File: config.mk
export PLATFORM = sky130hd
export DESIGN_NAME = inst_fetch_bridge
export DESIGN_NICKNAME = d
export VERILOG_FILES = /design/src/rtl/inst_fetch_bridge.sv
export SDC_FILE = /design/constraint.sdc
export NUM_CORES = 1
export LEC_CHECK = 0
export BUFFER_PORTS_ARGS = -buffer_cell sky130_fd_sc_hd__buf_2
export CORE_ASPECT_RATIO = 0.7
export CORE_MARGIN = 2
export CORE_UTILIZATION = 47
export DETAILED_ROUTE_END_ITERATION = 16
export PLACE_DENSITY = 0.76
export SLEW_MARGIN = 20
export SYNTH_ARGS = -nofsm -noshare
export SYNTH_HDL_FRONTEND = slang
export SYNTH_SLANG_ARGS = --single-unit
File: constraint.sdc
create_clock -name clk -period 7.5 [get_ports clk]
set_input_delay 1.125 -clock clk [delete_from_list [all_inputs] [get_ports clk]]
set_output_delay 1.125 -clock clk [all_outputs]
set_load 0.01 [all_outputs]
File: src/rtl/inst_fetch_bridge.sv
// Instruction-fetch bridge: small instruction buffer in front of a req/ack instruction bus.
// Define IFETCH_CACHE_EN for a direct-mapped 2^IDX_W entry buffer; otherwise one last-word entry.
module inst_fetch_bridge #(
  parameter int ADDR_W = 32,
  parameter int DATA_W = 32,
  parameter int IDX_W  = 2
) (
  input  logic              clk,
  input  logic              rst,
  input  logic [ADDR_W-1:0] cpu_addr_i,
  input  logic              cpu_ce_i,
  output logic [DATA_W-1:0] cpu_data_o,
  output logic              stallreq_o,
  input  logic              flush_i,
  output logic              bus_req_o,
  output logic [ADDR_W-1:0] bus_addr_o,
  input  logic              bus_ack_i,
  input  logic [DATA_W-1:0] bus_data_i,
  output logic              state_o
);

`ifdef IFETCH_CACHE_EN
  localparam int NENT  = 1 << IDX_W;
  localparam int TAG_W = ADDR_W - IDX_W - 2;
  localparam int IX_W  = IDX_W;
`else
  localparam int NENT  = 1;
  localparam int TAG_W = ADDR_W - 2;
  localparam int IX_W  = 1;
  localparam int unused_idx_w = IDX_W;
`endif

  typedef enum logic {IDLE = 1'b0, REQ = 1'b1} state_t;

  state_t              state_q;
  logic                bus_req_q;
  logic [ADDR_W-1:0]   bus_addr_q;
  logic                discard_q;
  logic [NENT-1:0]     valid_q;
  logic [TAG_W-1:0]    tag_q  [NENT];
  logic [DATA_W-1:0]   data_q [NENT];

  logic [IX_W-1:0]     cpu_idx;
  logic [IX_W-1:0]     fill_idx;
  logic [TAG_W-1:0]    cpu_tag;
  logic [TAG_W-1:0]    fill_tag;
  logic                hit;
  logic                fill_we;
  logic                unused_low_bits;

  always_comb begin
`ifdef IFETCH_CACHE_EN
    cpu_idx  = cpu_addr_i[IDX_W+1:2];
    cpu_tag  = cpu_addr_i[ADDR_W-1:IDX_W+2];
    fill_idx = bus_addr_q[IDX_W+1:2];
    fill_tag = bus_addr_q[ADDR_W-1:IDX_W+2];
`else
    cpu_idx  = '0;
    cpu_tag  = cpu_addr_i[ADDR_W-1:2];
    fill_idx = '0;
    fill_tag = bus_addr_q[ADDR_W-1:2];
`endif
  end

  assign unused_low_bits = ^{cpu_addr_i[1:0], bus_addr_q[1:0]};

  // A flush in the same cycle forces a miss so the core never sees a word being invalidated.
  assign hit        = cpu_ce_i & valid_q[cpu_idx] & (tag_q[cpu_idx] == cpu_tag) & ~flush_i;
  assign cpu_data_o = hit ? data_q[cpu_idx] : '0;
  assign stallreq_o = cpu_ce_i & ~hit;

  assign fill_we    = (state_q == REQ) & bus_ack_i & ~flush_i & ~discard_q;

  assign bus_req_o  = bus_req_q;
  assign bus_addr_o = bus_addr_q;
  assign state_o    = state_q;

  always_ff @(posedge clk or negedge rst) begin
    if (!rst) begin
      state_q    <= IDLE;
      bus_req_q  <= 1'b0;
      bus_addr_q <= '0;
      discard_q  <= 1'b0;
      valid_q    <= '0;
    end else begin
      if (flush_i) valid_q <= '0;
      case (state_q)
        IDLE: begin
          if (cpu_ce_i && !hit) begin
            bus_addr_q <= {cpu_addr_i[ADDR_W-1:2], 2'b00};
            bus_req_q  <= 1'b1;
            discard_q  <= 1'b0;
            state_q    <= REQ;
          end
        end
        REQ: begin
          // A flush during the transfer poisons the word that is still in flight.
          if (flush_i) discard_q <= 1'b1;
          if (bus_ack_i) begin
            bus_req_q <= 1'b0;
            discard_q <= 1'b0;
            state_q   <= IDLE;
            if (fill_we) valid_q[fill_idx] <= 1'b1;
          end
        end
        default: state_q <= IDLE;
      endcase
    end
  end

  always_ff @(posedge clk) begin
    if (fill_we) begin
      tag_q[fill_idx]  <= fill_tag;
      data_q[fill_idx] <= bus_data_i;
    end
  end

endmodule

# Yosys cells after proc, flatten, opt, wreduce, memory -nomap -nowiden
# Memories as Yosys holds them, arrays and structs flattened.
# Cells that the tools add are included.
[word_totals]
regBits = 34
mem_bits_rw = 62
input_bits = 69
output_inout_bits = 67
word_cells = 44
n_memories = 2
[mem_list]
columns = ["name", "words", "width", "read_ports", "rd_ports_with_merged_regs", "wr", "line", "text"]
rows = [
  ["data_q", 1, 32, 1, 0, 1, "41", "logic [DATA_W-1:0] data_q [NENT];"],
  ["tag_q", 1, 30, 1, 0, 1, "40", "logic [TAG_W-1:0] tag_q [NENT];"],
]
[classes]
eq_ne = 4
mux = 17
bitwise_logic = 11
reduce_logical = 5
[op_table]
columns = ["operator", "count"]
rows = [
  ["$mux W32", 1],
  ["$eq A30 B30 Y1", 1],
  ["$mux W1", 13],
  ["$and A1 B1 Y1", 7],
  ["$pmux W1 S2", 3],
  ["$reduce_and A2 Y1", 3],
  ["$ne A2 B2 Y1 const B", 2],
  ["$not A1 Y1", 4],
  ["$ne A3 B3 Y1 const B", 1],
  ["$logic_and A1 B1 Y1", 1],
  ["$logic_not A1 Y1", 1],
]

# Depth between registers and ports, before layout
# Gate-level depths: netlist of run 1.
# An unclocked memory read counts as a cell.
[depth]
ltp_word = 8
mapped_depth = 6

# Worst setup path before layout of run 1
# Ideal clock, no wire load.
[synth_timing]
kind = "input to register"
start = "in flush_i"
end = "mem data_q[0][0] (enable)"
t_arrival_ns = 5.505
required_time_ns = 6.939
setup_slack_ns = 1.434
cell_stages = 1
path_buffers = 0
cell_sequence = "nor3_1"
[synth_via]
elab_chain_cells = 5
[synth_lines]
columns = ["element", "line", "text"]
rows = [
  ["from (decl)", "14", "input logic flush_i,"],
  ["$not A1 Y1", "72", "assign fill_we = (state_q == REQ) & bus_ack_i & ~flush_i & ~discard_q;"],
  ["$and A1 B1 Y1 (2 in series)", "72", ""],
  ["$mux W1", "112", "if (fill_we) begin"],
  ["$mux W1 (not written as such)", "114", "data_q[fill_idx] <= bus_data_i;"],
  ["to (decl)", "41", ""],
]
# No other way between the ends.

# Final worst setup path of run 1
[layout_timing]
start = "in cpu_addr_i[16]"
end = "out cpu_data_o[0]"
[layout_via]
elab_chain_cells = 4
[layout_lines]
columns = ["element", "line", "text"]
rows = [
  ["from (decl)", "10", "input logic [ADDR_W-1:0] cpu_addr_i,"],
  ["$eq A30 B30 Y1", "68", "assign hit = cpu_ce_i & valid_q[cpu_idx] & (tag_q[cpu_idx] == cpu_tag) & ~flush_i;"],
  ["$and A1 B1 Y1 (2 in series)", "68", ""],
  ["$mux W32", "69", "assign cpu_data_o = hit ? data_q[cpu_idx] : '0;"],
  ["to (decl)", "12", "output logic [DATA_W-1:0] cpu_data_o,"],
]
# No other way between the ends.

==> flow_summary.yaml, run 1 <==
yosys:
  ys.flop_type: "edfxtp_1"
  postSynthCellCount: 224
  synth_area_leader_cell: "edfxtp_1"
  yosysTopAreaCellShare_pct: 47.8
  avgSynthCellArea_um2: 17.4
  yosysWarnings: 0
  ys_seq_area_share_pct: 69.7
  ys_async_sr_fraction_pct: 35.4
  ys_ff_latch: 96
  synth.distinct_cells: 28
  synthTopCellsByArea: "edfxtp_1 48%, dfrtp_1 22%, mux2_4 11%"
  synth_edf_count: 62
  netlist_area_um2: 3890
timing:
  finalHoldViolCount: 0
  slew_headroom_pct: 44.1
  finalCriticalPeriod_ps: 4360
  setup_tns_ps: 0
  setup_violations: 0
  maxSlewViolCount: 0
  fin_crit_sh_pct: 58.1
  skew_ps: 7.24
  tightest_slew_ps: 838
  rsz0062_at_grt: "no"
  timing.fmax_mhz: 229
layout:
  diodes: 0
  final_area_um2: 4890
  final_net_count: 430
  drive_gt1_share_pct: 50.0
  finalNonFillerCells: 467
  regArea_um2: 2710
  mostFrequentLayoutCell: "buf_2"
  nFillCells: 576
  final_cell_mix: "131 x buf_2, 62 x edfxtp_1, 34 x dfrtp_1, 32 x and2_1, 28 x mux2_4"
  area_growth_pct: 25.5
  utilization_pct: 61.5
  multi_input_area_um2: 1090
critical_path:
  worstSetupEndpointType: "primary output"
  cp_slowest_cell: "and4b_1"
  cp_cell_sequence: "buf_2 -> xnor2_1 -> nand4_1 -> nor4_2 -> and4b_1 -> and2_1 -> buf_2"
  reg2reg_from: "tag_q[0][23]"
  r2r_slack_ps: 5170
  r2r_cells: 5
  cp-start-kind: "primary input"
  crit_required_ps: 6380
  criticalPathCategory: "primary input to primary output"
  worst-path-buf-inv: 2
  cp.arrival_ps: 3230
  cp_max_fo: 32
  slowest_delay_ps: 810
  r2r-end: "bus_addr_o[3]"
  cp_common_cell: "buf_2"
  cp_top_family: "simple AND/OR/NAND/NOR gates"
global_route:
  grt-ovfl-total: 0
  grt_pass1_wl_um: 11200
  grt_max_degree: 46
  track_usage_pct: 16.2
  antenna_found_initial: 0
  grt_pass1_vias: 2244
place:
  place_area_um2: 4610
  dpl.hpwl_um: 5160
  dp.cells: 451
  gp_congestion: 0.734
  port_buffers: 131
die:
  initial_core_util_pct: 49.0
  die_area_um2: 9040
  coreArea_um2: 7940
  num_rows: 27
  die_h_um: 80.2
  ios: 136
  dieWidth_um: 113
clock_tree:
  post_cts_resized: 0
  cts_setup_buffers: 0
  clock_latency_ps: 330
  clk_path_buf_depth: 2
  cts_tree: "done"
  h-tree-depth: 3
  clkTransAtPathRegs_ps: 60
  cts.sinks: 96
  cts_hold_buf: 0
  cts_root_buf: "clkbuf_16"
  cts_buffers: 9
pwr:
  p_int_uw: 964
  sw_frac_of_total_pct: 24.2
  p_per_area_nw_per_um2: 260
  p_leak_uw: 0.00219
  ir_worst_vdd_mv: 0.135
  pwr-share-comb_pct: 14.7
  p_sw_uw: 308
  seqPwrFrac_pct: 52.8
  p_clk_share_pct: 32.5
routing:
  ant_nets: 0
  post-route-drc-count: 0
  avgRoutedWirePerCell_um: 15.5
  drtIter0Drc: 78
  via_per_inst: 4.79
  firstDrtPassIters: 4
  vias: 2238
  routed_wl_um: 7240
run_status:
  status: "complete, no violations"
hold_path:
  whs_path_depth: 0
  whs_endpoint: "tag_q[0][8]"
  min-delay-path-class: "flip-flop to flip-flop"
  min_from: "bus_addr_o[10]"
run:
  maxCapViolCount: 0
## Yosys cell counts (3+ instances only)
| master | number |
|---|---|
| and2_1 | 32 |
| buf_2 | 3 |
| dfrtp_1 | 34 |
| edfxtp_1 | 62 |
| inv_1 | 3 |
| mux2_4 | 28 |
| nand2_1 | 5 |
| nand4_1 | 3 |
| nor4_2 | 3 |
| xnor2_1 | 15 |
| xor2_1 | 15 |
## cells by family after synthesis
kind of cell | share of synthesized area [%]
compound gates | 0.996
xor+xnor | 6.75
buf+inv | 2.47
flops | 69.7
mux | 11.4
other cells | 0.0963
simple gates | 8.64
## worst max path at each step
stage / from / endpoint / slack, ps / cells past startpoint
finish: cpu_addr_i[16] / cpu_data_o[0] / 3140 / 7
global route: cpu_addr_i[3] / cpu_data_o[6] / 2850 / 7
CTS: cpu_addr_i[20] / cpu_data_o[0] / 3110 / 7
detailed placement: cpu_addr_i[20] / cpu_data_o[0] / 3120 / 7
global placement: cpu_addr_i[16] / cpu_data_o[2] / 3190 / 7
floorplan: flush_i / data_q[0][0] / 1430 / 1
## metal layers
metal / up-vias / track usage [%] / share of wire (%)
li1: 1069 / - / -
met1: 1079 / 23.4 / 46
met2: 80 / 24.0 / 46
met3: 10 / 4.53 / 6.4
met4: 0 / 5.00 / 1.1
met5: - / 0 / 0
## per-stage QoR
stage	hold slack, ps	worst slack, ps	power (µW)
2_1_floorplan	450	1430	792
3_3_place_gp	446	3190	862
3_5_place_dp	458	3120	871
4_1_cts	474	3110	1290
5_1_grt	491	2850	1330
6_report	472	3140	1270
## final cells by class
cell class,instances,area share (%)
clock buffer,11,4.76
clock inverter,5,0.794
inverter,3,0.230
multi-input combinational,118,22.4
sequential,96,55.5
tap,101,2.59
timing repair buffer,133,13.7
## registers in the layout (all words and copies together), names as in the netlist
signal      count
bus_addr_o     30
valid_q         1
state_o         1
data_q         32
tag_q          30
discard_q       1
bus_req_o       1
## power by group through the flow
stage	logic (µW)	clock network [µW]	registers [µW]
finish	186	414	672
global route	201	450	678
CTS	190	427	672
detailed placement	189	0	683
global placement	185	0	677
floorplan	96.6	0	696
Power figures use the tool's default switching activity.
==> run 2, diff against run 1 <==
--- a/config.mk
+++ b/config.mk
@@ -5,10 +5,11 @@
 export SDC_FILE = /design/constraint.sdc
 export NUM_CORES = 1
 export LEC_CHECK = 0
+export ABC_AREA = 1
 export BUFFER_PORTS_ARGS = -buffer_cell sky130_fd_sc_hd__buf_2
 export CORE_ASPECT_RATIO = 0.7
 export CORE_MARGIN = 2
-export CORE_UTILIZATION = 47
+export CORE_UTILIZATION = 46
 export DETAILED_ROUTE_END_ITERATION = 16
 export PLACE_DENSITY = 0.76
 export SLEW_MARGIN = 20
==> constraint.sdc (replaced) <==
create_clock -name clk -period 3.7 [get_ports clk]
set_input_delay 0.555 -clock clk [delete_from_list [all_inputs] [get_ports clk]]
set_output_delay 0.555 -clock clk [all_outputs]
set_load 0.01 [all_outputs]
==> run 2 against run 1 <==
  * Critical path depth is 4 higher
  * Area after synthesis rose by 7.5%
  * Clock skew is 3.0 ps lower
  * Final area is 7.9% higher
  * Combinational power increased by 91%
  * Via count grew 47%
  * Global-route usage increased by 3.4 points
  * Largest power group unchanged
==> flow_summary.yaml, run 2 <==
run_status:
  status: "complete, no violations"
critical_path:
  criticalPathCategory: "primary input to primary output"
  slowest_delay_ps: 420
  worstSetupEndpointType: "primary output"
  cp_slowest_cell: "nand2_2"
  cp.arrival_ps: 2300
  cp_cell_sequence: "buf_2 -> inv_1 -> nand2_1 -> nor2_1 -> nand2_1 -> nor2_1 -> nand2_1 -> nor2_1 -> nand2_2 -> nor2_1 -> buf_2"
  crit_required_ps: 3140
  cp_common_cell: "nor2_1"
  r2r_slack_ps: 1090
  cp-start-kind: "primary input"
  cp_max_fo: 39
yosys:
  avgSynthCellArea_um2: 9.32
  synthTopCellsByArea: "edfxtp_1 44%, dfrtp_1 20%, nand2_1 13%"
  netlist_area_um2: 4190
  ys_seq_area_share_pct: 64.8
  synth.distinct_cells: 18
  yosysTopAreaCellShare_pct: 44.5
  ys.flop_type: "edfxtp_1"
  synth_common_cells: "149 x nand2_1, 94 x inv_1, 62 x edfxtp_1"
  synth_area_leader_cell: "edfxtp_1"
  ys_async_sr_fraction_pct: 35.4
  synth.most_common_cell: "nand2_1"
  yosysWarnings: 0
  postSynthCellCount: 449
  ys_ff_latch: 96
  synth_edf_count: 62
place:
  port_buffers: 131
  gp_congestion: 0.761
  dp.cells: 692
  dpl.hpwl_um: 6490
  dp_slack_ps: 754
layout:
  regMostFlops: "data_q"
  utilization_pct: 58.8
  finalNonFillerCells: 708
  drive_gt1_share_pct: 26.0
  final_cell_mix: "148 x nand2_1, 131 x buf_2, 94 x inv_1, 62 x edfxtp_1, 47 x nor2_1"
  diodes: 0
  final_net_count: 648
  mostFrequentLayoutCell: "nand2_1"
  area_growth_pct: 26.0
  largest_reg_flops: 32
die:
  die_h_um: 83.8
  num_rows: 29
  initial_core_util_pct: 46.7
  dieWidth_um: 118
  coreArea_um2: 8960
  die_area_um2: 9890
  ios: 136
timing:
  setup_tns_ps: 0
  finalHoldViolCount: 0
  timing.fmax_mhz: 351
  slew_headroom_pct: 43.9
  setup_violations: 0
  setup_ws_ps: 850
  finalCriticalPeriod_ps: 2850
  rsz0062_at_grt: "no"
  fin_crit_sh_pct: 77.0
  tightest_slew_ps: 841
  skew_ps: 4.23
  maxSlewViolCount: 0
routing:
  post-route-drc-count: 0
  routed_wl_um: 9490
  via_per_inst: 4.65
  ant_nets: 0
  firstDrtPassIters: 4
  vias: 3294
  avgRoutedWirePerCell_um: 13.4
  drtIter0Drc: 200
global_route:
  grt_max_degree: 63
  antenna_found_initial: 1
  track_usage_pct: 19.6
  grt_pass1_wl_um: 15000
  grt-ovfl-total: 0
  grt_pass1_vias: 3102
clock_tree:
  clk_path_buf_depth: 2
  cts_hold_buf: 0
  cts_tree: "done"
  cts.sinks: 96
  clkTransAtPathRegs_ps: 60
  clock_latency_ps: 340
  h-tree-depth: 3
  cts_root_buf: "clkbuf_16"
  cts_buffers: 9
  cts_setup_buffers: 0
  post_cts_resized: 0
pwr:
  p_per_area_nw_per_um2: 505
  ir_worst_vdd_mv: 0.320
  p_leak_uw: 0.00285
run:
  maxCapViolCount: 0
hold_path:
  min-delay-path-class: "primary input to async pin"
-- run 2: cell type report --
| type | instances | area [µm²] |
|---|---|---|
| well taps | 124 | 155 |
| clock buffers | 10 | 229 |
| flip-flops and latches | 96 | 2710 |
| clock inverters | 6 | 83.8 |
| fillers | 779 | 3690 |
| inverters | 94 | 353 |
| repair buffers | 135 | 686 |
| multi-input cells | 243 | 1050 |
-- run 2: per-stage QoR --
step	hold slack (ps)	power (µW)	instance area, µm²
floorplan	259	1550	4200
global route	369	2790	5270
CTS	344	2690	5270
global placement	450	1710	4960
detailed placement	459	1730	4960
finish	323	2660	5270
-- run 2: critical path: cells and delay by family --
| kind | cells | cell delay [ps] |
|---|---|---|
| buffers and inverters | 3 | 370 |
| AND/OR/NAND/NOR | 8 | 1340 |
-- run 2: layer usage --
layer | wire length (µm) | up-vias | global-route usage (%)
li1 | - | 1641 | -
met1 | 4270 | 1505 | 25.9
met2 | 4340 | 130 | 30.5
met3 | 749 | 16 | 6.90
met4 | 130 | 2 | 6.46
met5 | 8 | - | 0
-- run 2: cells by family after synthesis --
group                  count (synthesis)  share of synthesized area [%]
AND/OR/NAND/NOR                      229                           22.6
buffers and inverters                111                           10.4
flip-flops                            96                           64.8
XOR/XNOR                               7                           1.46
AO/OA/AOI/OAI                          5                          0.657
other                                  1                         0.0896
-- run 2: final timing paths --
check                                from             end  cells after the start
min in group clk            bus_data_i[6]    data_q[0][6]                      1
max in group asynchronous             rst   bus_addr_o[9]                      1
max reg2reg                  tag_q[0][25]  bus_addr_o[11]                     12
max                               flush_i  cpu_data_o[13]                     11
min reg2reg                bus_addr_o[24]    tag_q[0][22]                      0
min                                   rst  bus_addr_o[28]                      1
-- run 2: power breakdown --
part	internal (µW)	leakage (µW)	switching (µW)	total, µW
Clock	588	0.000146	373	961
Combinational	136	0.00171	219	355
Sequential	1280	0.000989	70.1	1350
==> run 3, diff against run 2 <==
--- a/config.mk
+++ b/config.mk
@@ -5,11 +5,11 @@
 export SDC_FILE = /design/constraint.sdc
 export NUM_CORES = 1
 export LEC_CHECK = 0
-export ABC_AREA = 1
+export ABC_AREA = 0
 export BUFFER_PORTS_ARGS = -buffer_cell sky130_fd_sc_hd__buf_2
 export CORE_ASPECT_RATIO = 0.7
 export CORE_MARGIN = 2
-export CORE_UTILIZATION = 46
+export CORE_UTILIZATION = 45
 export DETAILED_ROUTE_END_ITERATION = 16
 export PLACE_DENSITY = 0.76
 export SLEW_MARGIN = 20
==> constraint.sdc (replaced) <==
create_clock -name clk -period 2.3 [get_ports clk]
set_input_delay 0.345 -clock clk [delete_from_list [all_inputs] [get_ports clk]]
set_output_delay 0.345 -clock clk [all_outputs]
set_load 0.01 [all_outputs]
==> run 3 against run 2 <==
  * The flow now finishes with violations (setup timing)
  * Sequential share of layout area up 1.5 points
  * Power up 68%
  * Clock power up 70%
  * Worst setup slack worse by 1000 ps
  * Routed wire length down 23%
  * Sequential power up 62%
  * Clock skew up 1.4 ps
  * Die area down 4.7%
  * Register-to-register slack worse by 860 ps
  * Sequential cell count unchanged
  * Critical endpoint is now cpu_data_o[25]
==> flow_summary.yaml, run 3 (synthesis results as in run 1) <==
run_status:
  status: "finished with violations"
  violations: "setup timing"
hold_path:
  min-delay-path-class: "primary input to flip-flop"
critical_path:
  r2r-end: "bus_addr_o[3]"
  r2r_slack_ps: 230
  cp.arrival_ps: 2140
  crit_required_ps: 1960
  criticalPathCategory: "flip-flop to primary output"
  cp-start-kind: "flip-flop"
  crit_start: "tag_q[0][14]"
  r2r_cells: 7
  endpoint: "cpu_data_o[25]"
  cp_max_fo: 32
  reg2reg_from: "tag_q[0][7]"
  worstSetupEndpointType: "primary output"
clock_tree:
  cts.sinks: 96
  cts_tree: "done"
  clkTransAtPathRegs_ps: 60
  clk_path_buf_depth: 2
  clock_latency_ps: 330
  cts_buffers: 9
  cts_root_buf: "clkbuf_16"
  h-tree-depth: 3
timing:
  timing.fmax_mhz: 402
  tightest_slew_ps: 500
  setup_ws_ps: -185
  finalCriticalPeriod_ps: 2480
  finalHoldViolCount: 0
  skew_ps: 5.62
  slew_headroom_pct: 66.5
  maxSlewViolCount: 0
  setup_violations: 32
  fin_crit_sh_pct: 108
  setup_tns_ps: -5400
  rsz0062_at_grt: "yes"
die:
  num_rows: 28
  initial_core_util_pct: 46.1
  die_area_um2: 9420
  ios: 136
  die_h_um: 81.8
  dieWidth_um: 115
  coreArea_um2: 8440
layout:
  mostFrequentLayoutCell: "buf_2"
  largest_reg_flops: 32
  final_area_um2: 5120
  final_net_count: 439
  diodes: 0
  final_cell_mix: "130 x buf_2, 62 x edfxtp_1, 33 x dfrtp_1, 31 x and2_1, 28 x mux2_4"
  regMostFlops: "data_q"
  drive_gt1_share_pct: 51.5
  area_growth_pct: 31.6
  nFillCells: 683
place:
  place_area_um2: 4740
  port_buffers: 131
  dpl.hpwl_um: 5310
  gp_congestion: 0.729
  dp_slack_ps: -47.1
routing:
  drtIter0Drc: 111
  vias: 2284
  routed_wl_um: 7310
  via_per_inst: 4.61
  avgRoutedWirePerCell_um: 14.8
  post-route-drc-count: 0
  firstDrtPassIters: 4
  ant_nets: 0
pwr:
  p_per_area_nw_per_um2: 871
  p_leak_uw: 0.00230
  power_uw: 4460
  ir_worst_vdd_mv: 0.687
global_route:
  grt_max_degree: 43
  grt_pass1_wl_um: 11300
  grt-ovfl-total: 0
  grt_pass1_vias: 2294
  antenna_found_initial: 0
  track_usage_pct: 16.3
run:
  maxCapViolCount: 0
==> run 3: report_power, final <==
group	internal, µW	switching [µW]	leakage (µW)
logic	357	282	0.00118
clock network	1060	569	0.000158
registers	2070	125	0.000965
total	3490	976	0.00230
==> run 3: cell type report <==
cell class / instances / area (µm²) / share of cell area, %
tap: 120 / 150 / 2.93
clock buffer: 12 / 236 / 4.62
timing repair buffer: 142 / 797 / 15.6
clock inverter: 4 / 93.8 / 1.83
sequential: 96 / 2710 / 53.0
multi-input combinational: 118 / 1120 / 21.9
inverter: 3 / 11.3 / 0.220
==> run 3: worst min-delay path by stage <==
stage                           to  cells after the start  slack, ps            from
detailed placement  bus_addr_o[12]                      1        320             rst
CTS                   data_q[0][4]                      1        160   bus_data_i[4]
finish                data_q[0][4]                      1        180   bus_data_i[4]
global placement    bus_addr_o[12]                      1        320             rst
global route         data_q[0][11]                      1        160  bus_data_i[11]
floorplan           bus_addr_o[10]                      0         50             rst
==> run 3: per-layer routing <==
layer  global-route usage [%]  vias up  share of wire (%)
met4                     6.51        0                1.3
met1                     21.5     1119                 46
li1                         -     1081                  -
met2                     25.5       79                 48
met5                        0        -                  0
met3                     4.94        5                5.3
==> run 3: timing repair <==
action | 4_1_cts | 5_1_grt
setup buffers | 2 | 0
gates resized for setup | 4 | 0
hold endpoints to repair | 18 | 0
pin swaps | 4 | 4
endpoints found under the setup margin | 33 | 33
hold buffers | 1 | 0
==> run 3: worst max-delay path, stage by stage, from the launching register on <==
cell	delay (ps)
edfxtp_1	390
xnor2_1	160
nand4_1	190
nor4_4	340
and4b_1	280
buf_12	170
and2_1	140
buf_2	130
==> run 3: per-stage QoR <==
step	cells	hold slack, ps	utilization (%)
floorplan	225	49.4	-
global placement	476	316	56.2
detailed placement	476	319	56.2
CTS	495	165	60.7
global route	495	159	60.7
finish	495	183	60.7
